--- config.mk ---
export PLATFORM = sky130hd
export DESIGN_NAME = mem_arbiter_flat
export DESIGN_NICKNAME = d
export VERILOG_FILES = /design/src/rtl/types_pkg.sv /design/src/rtl/mem_arbiter_if.sv /design/src/rtl/mem_arbiter_rr_pick2.sv /design/src/rtl/mem_arbiter.sv /design/src/flat_wrapper.sv
export SDC_FILE = /design/constraint.sdc
export NUM_CORES = 1
export LEC_CHECK = 0
export ABC_CLOCK_PERIOD_IN_PS = 1600
export BUFFER_PORTS_ARGS = -buffer_cell sky130_fd_sc_hd__buf_2
export CAP_MARGIN = 40
export CELL_PAD_IN_SITES_DETAIL_PLACEMENT = 1
export CELL_PAD_IN_SITES_GLOBAL_PLACEMENT = 1
export CORE_ASPECT_RATIO = 0.75
export CORE_UTILIZATION = 31
export DETAILED_ROUTE_END_ITERATION = 16
export PLACE_DENSITY_LB_ADDON = 0.08
export SYNTH_ARGS = -nofsm -noshare
export SYNTH_HDL_FRONTEND = slang
export SYNTH_SLANG_ARGS = --single-unit
export TNS_END_PERCENT = 10
--- constraint.sdc ---
create_clock -name clk -period 1.6 [get_ports clk]
set_input_delay 0.08 -clock clk [delete_from_list [all_inputs] [get_ports clk]]
set_output_delay 0.08 -clock clk [all_outputs]
set_load 0.02 [all_outputs]
--- src/rtl/types_pkg.sv ---
// Shared types for the fetch/data memory arbiter.
package types_pkg;

  typedef logic [31:0] word_t;

  typedef enum logic [1:0] {
    IDLE = 2'd0,
    REQ  = 2'd1,
    RESP = 2'd2
  } arb_state_t;

  typedef enum logic {
    OWNER_FETCH = 1'b0,
    OWNER_DATA  = 1'b1
  } arb_owner_t;

  localparam logic [3:0] BE_FULL_WORD = 4'b1111;

endpackage

--- src/rtl/mem_arbiter_if.sv ---
// Fetch port, data port and shared-memory port of the arbiter.
interface mem_arbiter_if;

  logic                 f_req;
  types_pkg::word_t     f_addr;
  logic                 f_gnt;
  logic                 f_rvalid;
  types_pkg::word_t     f_rdata;

  logic                 d_req;
  logic                 d_we;
  types_pkg::word_t     d_addr;
  types_pkg::word_t     d_wdata;
  logic [3:0]           d_be;
  logic                 d_gnt;
  logic                 d_rvalid;
  types_pkg::word_t     d_rdata;

  logic                 mem_req;
  logic                 mem_we;
  types_pkg::word_t     mem_addr;
  types_pkg::word_t     mem_wdata;
  logic [3:0]           mem_be;
  logic                 mem_ready;
  logic                 mem_rvalid;
  types_pkg::word_t     mem_rdata;

  // Arbiter side
  modport slave (
    input  f_req, f_addr,
    output f_gnt, f_rvalid, f_rdata,
    input  d_req, d_we, d_addr, d_wdata, d_be,
    output d_gnt, d_rvalid, d_rdata,
    output mem_req, mem_we, mem_addr, mem_wdata, mem_be,
    input  mem_ready, mem_rvalid, mem_rdata
  );

  // Requesters plus memory model side
  modport master (
    output f_req, f_addr,
    input  f_gnt, f_rvalid, f_rdata,
    output d_req, d_we, d_addr, d_wdata, d_be,
    input  d_gnt, d_rvalid, d_rdata,
    input  mem_req, mem_we, mem_addr, mem_wdata, mem_be,
    output mem_ready, mem_rvalid, mem_rdata
  );

endinterface

--- src/rtl/mem_arbiter_rr_pick2.sv ---
// Two-way round-robin select: on a tie the requester not served last wins.
module rr_pick2
  import types_pkg::*;
(
  input  logic [1:0] req,
  input  arb_owner_t last,
  output arb_owner_t winner,
  output logic       valid
);

  always_comb begin
    valid  = |req;
    winner = OWNER_FETCH;
    if (req == 2'b11) begin
      winner = (last == OWNER_FETCH) ? OWNER_DATA : OWNER_FETCH;
    end else if (req[1]) begin
      winner = OWNER_DATA;
    end
  end

endmodule

--- src/rtl/mem_arbiter.sv ---
// Arbitrates fetch and data requests onto one memory port, one transaction at a time.
module mem_arbiter
  import types_pkg::*;
(
  input  logic          clk,
  input  logic          reset,
  mem_arbiter_if.slave  bus,
  output logic          busy
);

  arb_state_t r_state;
  arb_owner_t r_owner;
  arb_owner_t r_last;
  word_t      r_addr;
  word_t      r_wdata;
  logic [3:0] r_be;
  logic       r_we;
  logic       r_f_rvalid;
  logic       r_d_rvalid;
  word_t      r_f_rdata;
  word_t      r_d_rdata;

  arb_owner_t w_win;
  logic       w_valid;
  logic       w_accept;

  rr_pick2 u_pick (
    .req    ({bus.d_req, bus.f_req}),
    .last   (r_last),
    .winner (w_win),
    .valid  (w_valid)
  );

  always_ff @(posedge clk) begin
    if (reset) begin
      r_state    <= IDLE;
      r_owner    <= OWNER_FETCH;
      r_last     <= OWNER_FETCH;
      r_addr     <= '0;
      r_wdata    <= '0;
      r_be       <= '0;
      r_we       <= 1'b0;
      r_f_rvalid <= 1'b0;
      r_d_rvalid <= 1'b0;
      r_f_rdata  <= '0;
      r_d_rdata  <= '0;
    end else begin
      r_f_rvalid <= 1'b0;
      r_d_rvalid <= 1'b0;
      case (r_state)
        IDLE: begin
          if (w_valid) begin
            r_owner <= w_win;
            r_last  <= w_win;
            r_state <= REQ;
            if (w_win == OWNER_DATA) begin
              r_addr  <= bus.d_addr;
              r_we    <= bus.d_we;
              r_wdata <= bus.d_wdata;
              r_be    <= bus.d_be;
            end else begin
              r_addr  <= bus.f_addr;
              r_we    <= 1'b0;
              r_be    <= BE_FULL_WORD;
            end
          end
        end
        REQ: begin
          if (bus.mem_ready) begin
            r_state <= r_we ? IDLE : RESP;
          end
        end
        RESP: begin
          // Data is registered so rvalid lands one cycle after mem_rvalid, already in IDLE
          if (bus.mem_rvalid) begin
            r_state <= IDLE;
            if (r_owner == OWNER_DATA) begin
              r_d_rdata  <= bus.mem_rdata;
              r_d_rvalid <= 1'b1;
            end else begin
              r_f_rdata  <= bus.mem_rdata;
              r_f_rvalid <= 1'b1;
            end
          end
        end
        default: r_state <= IDLE;
      endcase
    end
  end

  assign w_accept      = (r_state == REQ) && bus.mem_ready;

  assign bus.f_gnt     = w_accept && (r_owner == OWNER_FETCH);
  assign bus.d_gnt     = w_accept && (r_owner == OWNER_DATA);
  assign bus.f_rvalid  = r_f_rvalid;
  assign bus.d_rvalid  = r_d_rvalid;
  assign bus.f_rdata   = r_f_rdata;
  assign bus.d_rdata   = r_d_rdata;

  assign bus.mem_req   = (r_state == REQ);
  assign bus.mem_we    = (r_state == REQ) && r_we;
  assign bus.mem_addr  = r_addr;
  assign bus.mem_wdata = r_wdata;
  assign bus.mem_be    = r_be;

  assign busy          = (r_state != IDLE);

endmodule

--- src/flat_wrapper.sv ---
// flat-port wrapper written by rule: the top's interface ports become plain ports
module mem_arbiter_flat import types_pkg::*;
  (clk, reset, busy, bus_f_req, bus_f_addr, bus_f_gnt, bus_f_rvalid, bus_f_rdata, bus_d_req, bus_d_we, bus_d_addr, bus_d_wdata, bus_d_be, bus_d_gnt, bus_d_rvalid, bus_d_rdata, bus_mem_req, bus_mem_we, bus_mem_addr, bus_mem_wdata, bus_mem_be, bus_mem_ready, bus_mem_rvalid, bus_mem_rdata);
  mem_arbiter_if bus_i ();
  input  logic clk;
  input  logic reset;
  output logic busy;
  input wire logic [$bits(bus_i.f_req)-1:0] bus_f_req;
  input wire logic [$bits(bus_i.f_addr)-1:0] bus_f_addr;
  output wire logic [$bits(bus_i.f_gnt)-1:0] bus_f_gnt;
  output wire logic [$bits(bus_i.f_rvalid)-1:0] bus_f_rvalid;
  output wire logic [$bits(bus_i.f_rdata)-1:0] bus_f_rdata;
  input wire logic [$bits(bus_i.d_req)-1:0] bus_d_req;
  input wire logic [$bits(bus_i.d_we)-1:0] bus_d_we;
  input wire logic [$bits(bus_i.d_addr)-1:0] bus_d_addr;
  input wire logic [$bits(bus_i.d_wdata)-1:0] bus_d_wdata;
  input wire logic [$bits(bus_i.d_be)-1:0] bus_d_be;
  output wire logic [$bits(bus_i.d_gnt)-1:0] bus_d_gnt;
  output wire logic [$bits(bus_i.d_rvalid)-1:0] bus_d_rvalid;
  output wire logic [$bits(bus_i.d_rdata)-1:0] bus_d_rdata;
  output wire logic [$bits(bus_i.mem_req)-1:0] bus_mem_req;
  output wire logic [$bits(bus_i.mem_we)-1:0] bus_mem_we;
  output wire logic [$bits(bus_i.mem_addr)-1:0] bus_mem_addr;
  output wire logic [$bits(bus_i.mem_wdata)-1:0] bus_mem_wdata;
  output wire logic [$bits(bus_i.mem_be)-1:0] bus_mem_be;
  input wire logic [$bits(bus_i.mem_ready)-1:0] bus_mem_ready;
  input wire logic [$bits(bus_i.mem_rvalid)-1:0] bus_mem_rvalid;
  input wire logic [$bits(bus_i.mem_rdata)-1:0] bus_mem_rdata;
  assign bus_i.f_req = bus_f_req;
  assign bus_i.f_addr = bus_f_addr;
  assign bus_f_gnt = bus_i.f_gnt;
  assign bus_f_rvalid = bus_i.f_rvalid;
  assign bus_f_rdata = bus_i.f_rdata;
  assign bus_i.d_req = bus_d_req;
  assign bus_i.d_we = bus_d_we;
  assign bus_i.d_addr = bus_d_addr;
  assign bus_i.d_wdata = bus_d_wdata;
  assign bus_i.d_be = bus_d_be;
  assign bus_d_gnt = bus_i.d_gnt;
  assign bus_d_rvalid = bus_i.d_rvalid;
  assign bus_d_rdata = bus_i.d_rdata;
  assign bus_mem_req = bus_i.mem_req;
  assign bus_mem_we = bus_i.mem_we;
  assign bus_mem_addr = bus_i.mem_addr;
  assign bus_mem_wdata = bus_i.mem_wdata;
  assign bus_mem_be = bus_i.mem_be;
  assign bus_i.mem_ready = bus_mem_ready;
  assign bus_i.mem_rvalid = bus_mem_rvalid;
  assign bus_i.mem_rdata = bus_mem_rdata;
  mem_arbiter u_core (.clk(clk), .reset(reset), .bus(bus_i), .busy(busy));
endmodule
* Word level (Yosys, flattened, before mapping) *
Cells that the tools add are included.

cells by class
  add/sub/neg operators = 0
  multipliers = 0
  divide/modulo/power cells = 0
  order comparisons = 0
  eq/ne operators = 6
  shifts and indexed selects = 0
  muxes and demuxes = 12
  bitwise logic cells = 3
  reductions and logical operators = 13

operators by type and width
  cell                  count
  $mux W32              1
  $reduce_and A3 Y1     4
  $mux W2               4
  $pmux W2 S3           1
  $mux W1               5
  $eq A2 B2 Y1 const B  2
  $logic_and A1 B1 Y1   4
  $mux W4               1
  $ne A2 B2 Y1 const B  2
  $not A1 Y1            3
  $reduce_or A3 Y1      1
  $eq A2 B1 Y1 const B  1
  $logic_not A2 Y1      1
  $ne A2 B1 Y1 const B  1
  $reduce_and A2 Y1     1
  $reduce_bool A2 Y1    1
  $reduce_or A2 Y1      1

word-level totals
  register bits after elaboration = 138
  bits in latches = 0
  memory bits (writable) = 0
  memory bits (read-only) = 0
  bits of input ports = 139
  output and inout bits = 139
  memories kept = 0

* Depth between registers and ports, before layout *
Gate-level depths: netlist (run 1).

  word-level depth = 3
  depth in mapped cells = 6
  gate-level depth less buffers = 4

* Cells and area by module *
Synthesis (run 1) repeated with hierarchy kept, for this count alone.

unflattened totals
  cells, all modules = 580
  area, all modules = 5,167.5 um2

by module, submodules not included
  module       times used  cells each  area an instance (um2)  sequential area each (um2)
  mem_arbiter  1           578         5,153.7                 2,762.6
  rr_pick2     1           2           13.8                    0.0

* Least setup slack after synthesis (run 1) *
OpenSTA, ideal clock, no wires.

  kind = register to output
  start point = register u_core.r_state[0]
  end point = output port bus_f_gnt
  arrival time = 1.283 ns
  required time = 1.520 ns
  slack = 0.237 ns
  cell stages (with the launch flop) = 4
  cell sequence = dfxtp_1 nor2b_1 nand2_1 nor2_1

between the ends
  cells in the longest elaborated chain, start to end = 3

RTL lines
  what                      RTL line            RTL
  start: declaration        mem_arbiter.sv:11   arb_state_t r_state;
  start signal: assignment  mem_arbiter.sv:70   r_state <= r_we ? IDLE : RESP;
  $eq A2 B1 Y1              n/a
  named net bus_mem_req     flat_wrapper.sv:21  output wire logic [$bits(bus_i.mem_req)-1:0] bus_mem_req;
  $logic_and A1 B1 Y1       mem_arbiter.sv:91   assign w_accept = (r_state == REQ) && bus.mem_ready;
  $logic_and A1 B1 Y1       mem_arbiter.sv:93   assign bus.f_gnt = w_accept && (r_owner == OWNER_FETCH);
  end: declaration          flat_wrapper.sv:10  output wire logic [$bits(bus_i.f_gnt)-1:0] bus_f_gnt;

The timed path passes the listed nets, and every way through them passes these cells.

* Final worst setup path (run 1) *
  start point = register u_core.r_state[1]
  end point = output port busy

between the ends
  cells in the longest elaborated chain, start to end = 1

RTL lines
  what                RTL line            RTL
  $reduce_bool A2 Y1  mem_arbiter.sv:106  assign busy = (r_state != IDLE);
  end: declaration    flat_wrapper.sv:7   output logic busy;

No other way between the ends.

==> results.txt, run 1 <==
----------------------------------------------------
[Timing]
  Headroom to the max-slew limit ... 0.5094
  Period minus WS final ... 1.504 ns
  Accumulated negative setup slack ... 0 ns
  Part of the cycle the worst path needs ... 0.9401
  Setup violators final ... 0
  Final hold slack ... 0.06386 ns
  Max Freq ... 664.8 MHz
  Slew at the pin with the worst max-slew slack ... 0.7360 ns
  Worst Setup Slack, final ... 0.09577 ns
  Number of failing hold endpoints at the final stage ... 0
  Unrepaired setup endpoints after global routing ... false
  Worst clock skew on the final layout ... 0.008570 ns
  Max-slew violation total from the final report ... 0

[Power and ir drop]
  Proportion of total power due to net switching ... 0.2842
  Clock network power share ... 0.402
  Leak pwr ... 3.932 nW
  Power spent charging and discharging nets ... 2.595 mW
  Combinational share of power ... 0.187
  Max rail drop VDD ... 556.8 uV
  Pwr dens ... 1035 nW/um2
  Seq pwr share ... 0.410
  Internal power contribution ... 6.536 mW

[Critical path]
  Worst path max stage delay ... 0.42 ns
  Critical path capture point ... busy
  Worst reg2reg startpoint ... u_core.r_owner
  Cell breakdown of the critical path ... nor2_4 > inv_2 > buf_8 > buf_2
  Kind of end point of the critical path ... output port
  Largest driver fanout on the critical path ... 35
  Register-to-register setup slack ... 0.15 ns
  Crit. Startpoint ... u_core.r_state[1]
  Reg2Reg Depth ... 4
  Worst setup path category ... register to output port
  Worst reg2reg endpoint ... u_core.bus.mem_addr[28]
  Arrival @ worst endpoint ... 1.42 ns
  Cell type of the slowest stage on the worst timing path ... sky130_fd_sc_hd__dfxtp_2
  Worst endpoint required time ... 1.52 ns
  Type of origin of the critical path ... register

[Yosys]
  Number of enable-type register cells in the synthesized netlist ... 0
  Mean instance size in the synthesized netlist ... 8.164 um2
  Flip-flop and latch count after synthesis ... 138
  Sequential cell area fraction in the yosys report ... 0.5190
  Async set or reset register ratio after synthesis ... 0
  Most used DFF post-synth ... sky130_fd_sc_hd__dfxtp_1
  Syn Nets ... 791
  Number of distinct library cell variants in the gate-level netlist after synthesis ... 31
  Gate Count Post-Synth ... 652
  Synthesis Warnings ... 0
  Post-Synthesis Cell Area ... 5323 um2

[Placed design]
  Port bufs ... 277
  Placer's final routability congestion estimate ... 0.7975
  Placed wire-length estimate ... 13.54 mm
  Number of placed instances with taps included ... 1099
  Setup Slack @ Placement ... 0.09257 ns

[Clocking]
  CTS Root Cell ... sky130_fd_sc_hd__clkbuf_16
  CTS H-Tree Depth ... 4
  Source-to-sink clock delay at the later pin of the worst-skew pair ... 0.41 ns
  Reg clk slew, reported paths ... 0.06 ns
  Maximum buffer depth of the clock tree ... 2
  CTS tree ... done
  CTS sink cnt ... 138
  Inserted Clock Buffers ... 17

[Drt]
  Average wire length per cell after detail routing ... 17.21 um
  Initial DRC Count ... 290
  Final wirelength ... 21.81 mm
  Number of nets with antenna violations after detailed routing ... 0
  Number of iterations in the first detailed-routing pass ... 6
  Via count ... 6266
  DRC errors left ... 0
  Number of vias per cell after detailed routing ... 4.946

[Floorplan]
  Standard cell core area ... 16830 um2
  Ports placed on the boundary ... 278
  Number of core rows ... 41
  Die Y ... 115.5 um
  Die ar. ... 17700 um2
  Overall die width ... 153.3 um
  Starting density of the core ... 0.3163

[Worst hold path]
  Hold/Removal Path Class ... input pin to register

[Status]
  Run status ... finished, final reports clean

[Final layout]
  Final non-filler cell total ... 1267
  Layout net count ... 1177
  Area growth from synthesis to layout ... 65.80%
  Layout cell share with drive strength beyond 1 ... 0.3229

[Global route]
  Via count of the first global-routing pass ... 6633
  Overflow left after global routing ... 0
  Initial antenna violation count ... 2
  First-pass GRT wire length ... 33.83 mm
  Global router's overall resource usage ... 0.2440
  Maximum number of pins on one net before global-route repair ... 64

[Run]
  Max-cap check violation count ... 0

----------------------------------------------------
## power groups by stage
stage	Combinational [mW]	Clock, mW	Sequential [mW]
after floorplan	0.598	0	4.02
after global placement	1.37	0	3.80
after detailed placement	1.42	0	3.81
after CTS	1.69	3.77	3.74
after global routing	1.84	3.91	3.77
final	1.71	3.67	3.75
## stage by stage
stage	utilization	power, mW	area, um2
floorplan	-	4.620	5323
global placement	0.4102	5.174	6903
detailed placement	0.4102	5.230	6903
CTS	0.5237	9.197	8812
global route	0.5245	9.518	8825
finish	0.5245	9.131	8825
## timing repair
item,CTS,global route
pin swaps,0,0
hold buffers,135,0
endpoints found under the hold margin,136,0
endpoints found under the setup margin,5,14
buffers inserted,0,0
gates resized for setup,5,3
## synth_stat cells (4+ instances only)
| master | instances | share of area |
|---|---|---|
| sky130_fd_sc_hd__buf_6 | 7 | 0.015 |
| sky130_fd_sc_hd__a21oi_1 | 131 | 0.12 |
| sky130_fd_sc_hd__nor2_1 | 5 | 0.0035 |
| sky130_fd_sc_hd__nand2_1 | 195 | 0.14 |
| sky130_fd_sc_hd__clkbuf_2 | 4 | 0.0038 |
| sky130_fd_sc_hd__nand3_1 | 33 | 0.031 |
| sky130_fd_sc_hd__buf_2 | 30 | 0.028 |
| sky130_fd_sc_hd__o221a_2 | 4 | 0.0085 |
| sky130_fd_sc_hd__buf_4 | 6 | 0.0085 |
| sky130_fd_sc_hd__clkbuf_1 | 13 | 0.0092 |
| sky130_fd_sc_hd__o21ai_0 | 34 | 0.032 |
| sky130_fd_sc_hd__dfxtp_1 | 138 | 0.52 |
| sky130_fd_sc_hd__a311oi_1 | 32 | 0.053 |
## worst min-delay path by stage
stage                                  end              start  slack [ns]  depth (start not counted)
floorplan            u_core.bus.f_rdata[0]   bus_mem_rdata[0]        0.22                          2
global placement    u_core.bus.f_rdata[14]  bus_mem_rdata[14]        0.33                          3
detailed placement             u_core.r_we           bus_d_we        0.34                          3
CTS                      u_core.r_state[1]     bus_mem_rvalid        0.05                          4
global route             u_core.r_state[1]     bus_mem_rvalid        0.12                          4
finish                   u_core.r_state[1]     bus_mem_rvalid        0.06                          4
## registers in the layout, summed over array words and instances, names as in the netlist
name / cells
u_core.bus.f_rvalid: 1
u_core.r_owner: 1
u_core.r_we: 1
u_core.bus.d_rvalid: 1
u_core.bus.f_rdata: 32
u_core.bus.mem_addr: 32
u_core.r_state: 2
u_core.bus.d_rdata: 32
u_core.bus.mem_be: 4
u_core.bus.mem_wdata: 32
## routing by layer
metal,share of wire,track usage
met1,0.43,0.2738
met2,0.50,0.4411
met4,0.022,0.09832
met5,0,0
met3,0.056,0.06918
## critical path, delay by kind of cell (launching register included)
| family | cells | cell delay [ns] |
|---|---|---|
| AND/OR/NAND/NOR | 1 | 0.08 |
| flip-flops | 1 | 0.42 |
| buffers and inverters | 3 | 0.51 |
## layout by cell type, fill, tap and decap left out, types with 7 or more instances in the layout
master | netlist | layout
sky130_fd_sc_hd__a21oi_1 | 131 | 131
sky130_fd_sc_hd__a311oi_1 | 32 | 32
sky130_fd_sc_hd__buf_12 | 0 | 10
sky130_fd_sc_hd__buf_2 | 30 | 276
sky130_fd_sc_hd__buf_4 | 6 | 7
sky130_fd_sc_hd__clkbuf_16 | 0 | 17
sky130_fd_sc_hd__dfxtp_1 | 138 | 135
sky130_fd_sc_hd__dlygate4sd3_1 | 0 | 135
sky130_fd_sc_hd__nand2_1 | 195 | 195
sky130_fd_sc_hd__nand3_1 | 33 | 33
sky130_fd_sc_hd__o21ai_0 | 34 | 34
## kinds of logic (layout without fill, tap and decap cells)
group           count (synthesis)  after routing  synth area share
compound gates                204            204            0.2228
buf+inv                        65            463           0.06794
flops                         138            138            0.5190
other cells                     0              2                 0
simple gates                  245            245            0.1902
## final cells by class
| cell class | count | area (um2) |
|---|---|---|
| repair buffers | 429 | 3000 |
| well taps | 215 | 269.0 |
| fillers | 2025 | 8001 |
| clock inverters | 12 | 101.3 |
| multi-input cells | 449 | 2226 |
| diodes | 2 | 5.005 |
| clock buffers | 19 | 442.9 |
| flip-flops and latches | 138 | 2769 |
| inverters | 3 | 11.26 |
No activity file was read; power rests on OpenSTA's default activity.
==> inputs of run 2 (changes only) <==
--- a/config.mk
+++ b/config.mk
@@ -12,6 +12,7 @@
 export CELL_PAD_IN_SITES_GLOBAL_PLACEMENT = 1
 export CORE_ASPECT_RATIO = 0.75
 export CORE_UTILIZATION = 31
+export CTS_CLUSTER_SIZE = 30
 export DETAILED_ROUTE_END_ITERATION = 16
 export PLACE_DENSITY_LB_ADDON = 0.08
 export SYNTH_ARGS = -nofsm -noshare
==> constraint.sdc (replaced) <==
create_clock -name clk -period 1.6 [get_ports clk]
set_input_delay 0.08 -clock clk [delete_from_list [all_inputs] [get_ports clk]]
set_output_delay 0.08 -clock clk [all_outputs]
set_load 0.05 [all_outputs]
==> run 2 against run 1 <==
Net effect:
- non-clock buffer count rose by 2
- power grew 13%
- critical path type unchanged
- via count shrank 0.13%
- clock power increased by 21%
- cell area increased by 1.3%
- final cell count barely moved
- highest routed layer unchanged
- die area stayed put
- utilization grew 0.67 points
- count of clock-buffer cells in the layout did not move
- combinational power is 25% higher
==> results.txt, run 2 (same netlist as run 1, synthesis figures left out) <==
----------------------------------------------------
[Status]
  Run status ... finished, final reports clean

[Final layout]
  Commonest non-fill, non-tap cell in the layout ... sky130_fd_sc_hd__buf_2
  Footprint of the multi-input gates ... 2228 um2
  Ant diodes ... 0
  Sequential cell area ... 2769 um2
  Number of fillers in the final layout ... 2005
  Top library cells by usage in the layout, fill and taps aside ... sky130_fd_sc_hd__buf_2, sky130_fd_sc_hd__nand2_1, sky130_fd_sc_hd__dfxtp_1
  Layout cell share with drive strength beyond 1 ... 0.3267
  Layout net count ... 1179
  Area growth from synthesis to layout ... 67.91%

[Timing]
  Max-slew violation total from the final report ... 0
  Number of failing hold endpoints at the final stage ... 0
  Unrepaired setup endpoints after global routing ... false
  Period minus WS final ... 1.526 ns
  Slew at the pin with the worst max-slew slack ... 0.7183 ns
  Part of the cycle the worst path needs ... 0.9535
  Headroom to the max-slew limit ... 0.5211
  Worst clock skew on the final layout ... 0.009107 ns
  Worst Setup Slack, final ... 0.07441 ns
  Setup violators final ... 0
  Max Freq ... 655.5 MHz
  Accumulated negative setup slack ... 0 ns

[Placed design]
  Placed wire-length estimate ... 13.23 mm
  Setup Slack @ Placement ... 0.03005 ns
  Placer's final routability congestion estimate ... 0.7564
  Port bufs ... 277

[Global route]
  Global router's overall resource usage ... 0.2423
  Overflow left after global routing ... 0
  Initial antenna violation count ... 0
  Via count of the first global-routing pass ... 6622
  First-pass GRT wire length ... 33.72 mm
  Maximum number of pins on one net before global-route repair ... 55

[Clocking]
  Source-to-sink clock delay at the later pin of the worst-skew pair ... 0.42 ns
  CTS H-Tree Depth ... 4
  CTS sink cnt ... 138
  Reg clk slew, reported paths ... 0.06 ns
  CTS tree ... done
  Inserted Clock Buffers ... 17
  Maximum buffer depth of the clock tree ... 2
  Post-CTS Setup Inserts ... 0
  CTS Root Cell ... sky130_fd_sc_hd__clkbuf_16

[Drt]
  DRC errors left ... 0
  Met2 WL ... 10.70 mm
  Initial DRC Count ... 271
  Highest metal layer with signal wires ... met4
  Number of iterations in the first detailed-routing pass ... 4
  Detailed route wirelength on metal3 ... 1.377 mm
  Final wirelength ... 21.65 mm
  Via count ... 6258
  Average wire length per cell after detail routing ... 17.07 um
  Wire length on met1 ... 9.110 mm
  Number of vias per cell after detailed routing ... 4.935
  Number of nets with antenna violations after detailed routing ... 0

[Critical path]
  Arrival @ worst endpoint ... 1.45 ns
  Largest driver fanout on the critical path ... 7
  Worst endpoint required time ... 1.52 ns
  Type of origin of the critical path ... register
  Worst setup path category ... register to output port
  Kind of end point of the critical path ... output port

[Power and ir drop]
  Leak pwr ... 3.979 nW
  Internal power contribution ... 7.207 mW
  Overall power ... 10.32 mW
  Pwr dens ... 1155 nW/um2
  Seq pwr share ... 0.363
  Clock network power share ... 0.429
  Power spent charging and discharging nets ... 3.112 mW
  Max rail drop VDD ... 676.3 uV
  Proportion of total power due to net switching ... 0.3016
  Combinational share of power ... 0.207

[Floorplan]
  Die Y ... 115.5 um
  Overall die width ... 153.3 um
  Die ar. ... 17700 um2
  Starting density of the core ... 0.3163
  Ports placed on the boundary ... 278
  Standard cell core area ... 16830 um2
  Number of core rows ... 41

[Worst hold path]
  Hold/Removal Path Class ... input pin to register

[Run]
  Max-cap check violation count ... 0

----------------------------------------------------
run 2: cell types whose count changed in the layout (fill, tap and decap cells not counted), sizes merged:
cell,before,now
clkinv,8,3
bufinv,1,5
buf,294,296
diode,2,0
inv,4,6
clkbuf,19,20
dlygate4sd3,135,134
run 2: worst paths after layout:
check / startpoint / to / slack (ns) / cells past startpoint
hold reg to reg: u_core.bus.d_rdata[12] / u_core.bus.d_rdata[12] / 0.46 / 2
hold / removal: bus_mem_rvalid / u_core.r_state[1] / 0.07 / 4
setup reg to reg: u_core.r_owner / u_core.bus.mem_addr[27] / 0.14 / 4
setup / recovery: u_core.r_state[0] / bus_d_gnt / 0.07 / 3
run 2: power by group through the flow:
stage / logic, mW / clock network, mW / registers, mW
after floorplan: 0.623 / 0 / 4.44
after global placement: 1.82 / 0 / 3.80
after detailed placement: 1.86 / 0 / 3.81
after CTS: 2.12 / 4.53 / 3.75
after global routing: 2.27 / 4.67 / 3.77
final: 2.14 / 4.43 / 3.75
run 2: what timing repair did:
item,4_1_cts,5_1_grt
hold endpoints to repair,135,0
setup endpoints to repair,6,1
hold buffers,134,0
gates resized for setup,6,2
pin swaps,0,0
run 2: final cells by class:
type                            count  share of cell area
Inverter                            3            0.001260
Tap cell                          215             0.03010
Timing Repair Buffer              431              0.3360
Clock buffer                       19             0.04956
Sequential cell                   138              0.3098
Multi-Input combinational cell    449              0.2493
Clock inverter                     13             0.02394
run 2: worst max-delay path: stages, from the launching register on:
cell                      delay (ns)
sky130_fd_sc_hd__dfxtp_2        0.42
sky130_fd_sc_hd__nor2b_4        0.23
sky130_fd_sc_hd__and3_1         0.17
sky130_fd_sc_hd__buf_4          0.20
run 2: per-layer routing:
layer / vias to the layer above / track usage
met3: 31 / 0.06694
met2: 200 / 0.4329
met5: - / 0
met4: 0 / 0.1030
met1: 3013 / 0.2752
li1: 3014 / -
run 2: stage by stage:
stage,instance area (um2),hold WS [ns],std cells,util
after floorplan,5333,0.2160,652,-
after global placement,6923,0.3310,1102,0.4114
after detailed placement,6923,0.3404,1102,0.4114
after CTS,8932,0.04838,1268,0.5309
after global routing,8937,0.09103,1268,0.5312
final,8937,0.06713,1268,0.5312
==> inputs of run 3 (changes only) <==
--- a/config.mk
+++ b/config.mk
@@ -5,7 +5,7 @@
 export SDC_FILE = /design/constraint.sdc
 export NUM_CORES = 1
 export LEC_CHECK = 0
-export ABC_CLOCK_PERIOD_IN_PS = 1600
+export ABC_CLOCK_PERIOD_IN_PS = 1700
 export BUFFER_PORTS_ARGS = -buffer_cell sky130_fd_sc_hd__buf_2
 export CAP_MARGIN = 40
 export CELL_PAD_IN_SITES_DETAIL_PLACEMENT = 1
@@ -15,6 +15,7 @@
 export CTS_CLUSTER_SIZE = 30
 export DETAILED_ROUTE_END_ITERATION = 16
 export PLACE_DENSITY_LB_ADDON = 0.08
+export SETUP_SLACK_MARGIN = 0.1
 export SYNTH_ARGS = -nofsm -noshare
 export SYNTH_HDL_FRONTEND = slang
 export SYNTH_SLANG_ARGS = --single-unit
==> constraint.sdc (replaced) <==
create_clock -name clk -period 1.7 [get_ports clk]
set_input_delay 0.34 -clock clk [delete_from_list [all_inputs] [get_ports clk]]
set_output_delay 0.34 -clock clk [all_outputs]
set_load 0.05 [all_outputs]
==> run 3 against run 2 <==
Net effect:
- the flow now finishes with violations (negative setup slack)
- non-clock buffer count fell by 130
- sequential share of layout area grew 5.5 points
- die area stayed put
- sequential power shrank 6.1%
- first-iteration DRC count is 18% lower
- hold slack improved by 0.10 ns
- clock power shrank 20%
- highest routed layer is now met5
- global-route usage fell by 2.3 points
- wire length decreased by 9.5%
- final cell count down 10%
==> results.txt, run 3 (same netlist as run 1, synthesis figures left out) <==
----------------------------------------------------
[Drt]
  Initial DRC Count ... 222
  Number of iterations in the first detailed-routing pass ... 4
  Number of nets with antenna violations after detailed routing ... 0
  Number of vias per cell after detailed routing ... 5.045
  Via count ... 5736
  Final wirelength ... 19.60 mm
  Average wire length per cell after detail routing ... 17.24 um
  DRC errors left ... 0

[Placed design]
  Number of placed instances with taps included ... 1103
  Placer's final routability congestion estimate ... 0.7817
  Placed wire-length estimate ... 13.37 mm
  Port bufs ... 277

[Clocking]
  Source-to-sink clock delay at the later pin of the worst-skew pair ... 0.42 ns
  CTS H-Tree Depth ... 4
  CTS Root Cell ... sky130_fd_sc_hd__clkbuf_16
  Maximum buffer depth of the clock tree ... 2
  Reg clk slew, reported paths ... 0.06 ns
  CTS tree ... done
  CTS sink cnt ... 138
  Inserted Clock Buffers ... 17

[Critical path]
  Type of origin of the critical path ... register
  Worst setup path category ... register to output port
  Kind of end point of the critical path ... output port
  Arrival @ worst endpoint ... 1.39 ns
  Worst reg2reg endpoint ... u_core.bus.mem_be[3]
  Crit. Startpoint ... u_core.r_state[1]
  Worst endpoint required time ... 1.36 ns
  Largest driver fanout on the critical path ... 5
  Critical path capture point ... bus_d_gnt
  Register-to-register setup slack ... 0.23 ns
  Reg2Reg Depth ... 4
  Worst reg2reg startpoint ... u_core.r_state[0]

[Status]
  Violations in the final reports ... negative setup slack
  Run status ... finished, violations left

[Power and ir drop]
  Max rail drop VDD ... 593.1 uV
  Overall power ... 8.864 mW
  Leak pwr ... 3.419 nW
  Pwr dens ... 1168 nW/um2

[Worst hold path]
  Worst Min Path Start ... bus_d_wdata[11]
  Hold/Removal Path Class ... input pin to register

[Final layout]
  Layout cell share with drive strength beyond 1 ... 0.3829
  Sequential cell area ... 2769 um2
  Ant diodes ... 0
  Commonest non-fill, non-tap cell in the layout ... sky130_fd_sc_hd__buf_2
  Number of fillers in the final layout ... 2101
  Layout net count ... 1050
  Area growth from synthesis to layout ... 42.62%
  Top library cells by usage in the layout, fill and taps aside ... sky130_fd_sc_hd__buf_2, sky130_fd_sc_hd__nand2_1, sky130_fd_sc_hd__dfxtp_1
  Final non-filler cell total ... 1137
  Footprint of the multi-input gates ... 2271 um2

[Global route]
  Maximum number of pins on one net before global-route repair ... 68
  Initial antenna violation count ... 2
  Via count of the first global-routing pass ... 5865
  First-pass GRT wire length ... 30.19 mm
  Overflow left after global routing ... 0
  Global router's overall resource usage ... 0.2193

[Run]
  Max-cap check violation count ... 0

[Floorplan]
  Number of core rows ... 41
  Die ar. ... 17700 um2
  Starting density of the core ... 0.3163
  Overall die width ... 153.3 um
  Die Y ... 115.5 um
  Standard cell core area ... 16830 um2
  Ports placed on the boundary ... 278

[Timing]
  Headroom to the max-slew limit ... 0.5980
  Worst Setup Slack, final ... -0.02945 ns
  Worst clock skew on the final layout ... 0.008592 ns
  Setup violators final ... 3
  Accumulated negative setup slack ... -0.05736 ns
  Period minus WS final ... 1.729 ns
  Slew at the pin with the worst max-slew slack ... 0.6008 ns
  Unrepaired setup endpoints after global routing ... true
  Max-slew violation total from the final report ... 0
  Part of the cycle the worst path needs ... 1.017
  Max Freq ... 578.2 MHz
  Number of failing hold endpoints at the final stage ... 0

----------------------------------------------------
==> run 3: per-stage QoR <==
step | setup slack, ns | hold WS, ns | utilization | area (um2)
3_3_place_gp | 0.07191 | 0.4401 | 0.4114 | 6923
2_1_floorplan | 0.05408 | 0.4622 | - | 5338
3_5_place_dp | -0.03423 | 0.4463 | 0.4114 | 6923
4_1_cts | -0.05022 | 0.1534 | 0.4499 | 7570
6_report | -0.02945 | 0.1681 | 0.4511 | 7591
5_1_grt | -0.09050 | 0.1558 | 0.4511 | 7591
==> run 3: area by class of cell <==
type | count | share of cell area
clock buffer | 17 | 0.05604
clock inverter | 13 | 0.01714
inverter | 3 | 0.001813
multi-input combinational | 450 | 0.2992
sequential | 138 | 0.3648
tap | 215 | 0.03544
timing repair buffer | 301 | 0.2256
==> run 3: how the worst min path moves through the flow <==
stage / endpoint / depth (start not counted)
finish: u_core.bus.mem_wdata[11] / 3
global route: u_core.bus.f_rdata[30] / 3
CTS: u_core.bus.f_rdata[4] / 3
detailed placement: u_core.bus.f_rdata[26] / 2
global placement: u_core.bus.f_rdata[19] / 2
floorplan: u_core.r_we / 2
==> run 3: routing by layer <==
metal | vias up | global-route usage | share of wire
li1 | 2758 | - | -
met1 | 2750 | 0.2543 | 0.43
met2 | 190 | 0.3775 | 0.48
met3 | 34 | 0.07292 | 0.069
met4 | 4 | 0.08754 | 0.021
met5 | - | 0 | 0.0014
==> run 3: what timing repair did <==
action	CTS	global route
pin swaps	34	1
endpoints found under the setup margin	42	41
cloned	0	1
buffers inserted	2	1
hold buffers	0	0
gates resized for setup	22	2
==> run 3: worst max-delay path: stages, from the launching register on <==
cell	delay (ns)
sky130_fd_sc_hd__dfxtp_2	0.33
sky130_fd_sc_hd__buf_6	0.12
sky130_fd_sc_hd__nor2b_4	0.17
sky130_fd_sc_hd__and3_4	0.21
sky130_fd_sc_hd__buf_8	0.14
==> run 3: report_power, final <==
part	leakage, nW	internal [mW]	switching (mW)
clock	0.282	2.13	1.42
sequential	1.13	3.42	0.105
combinational	2.01	0.517	1.27
total	3.42	6.07	2.80
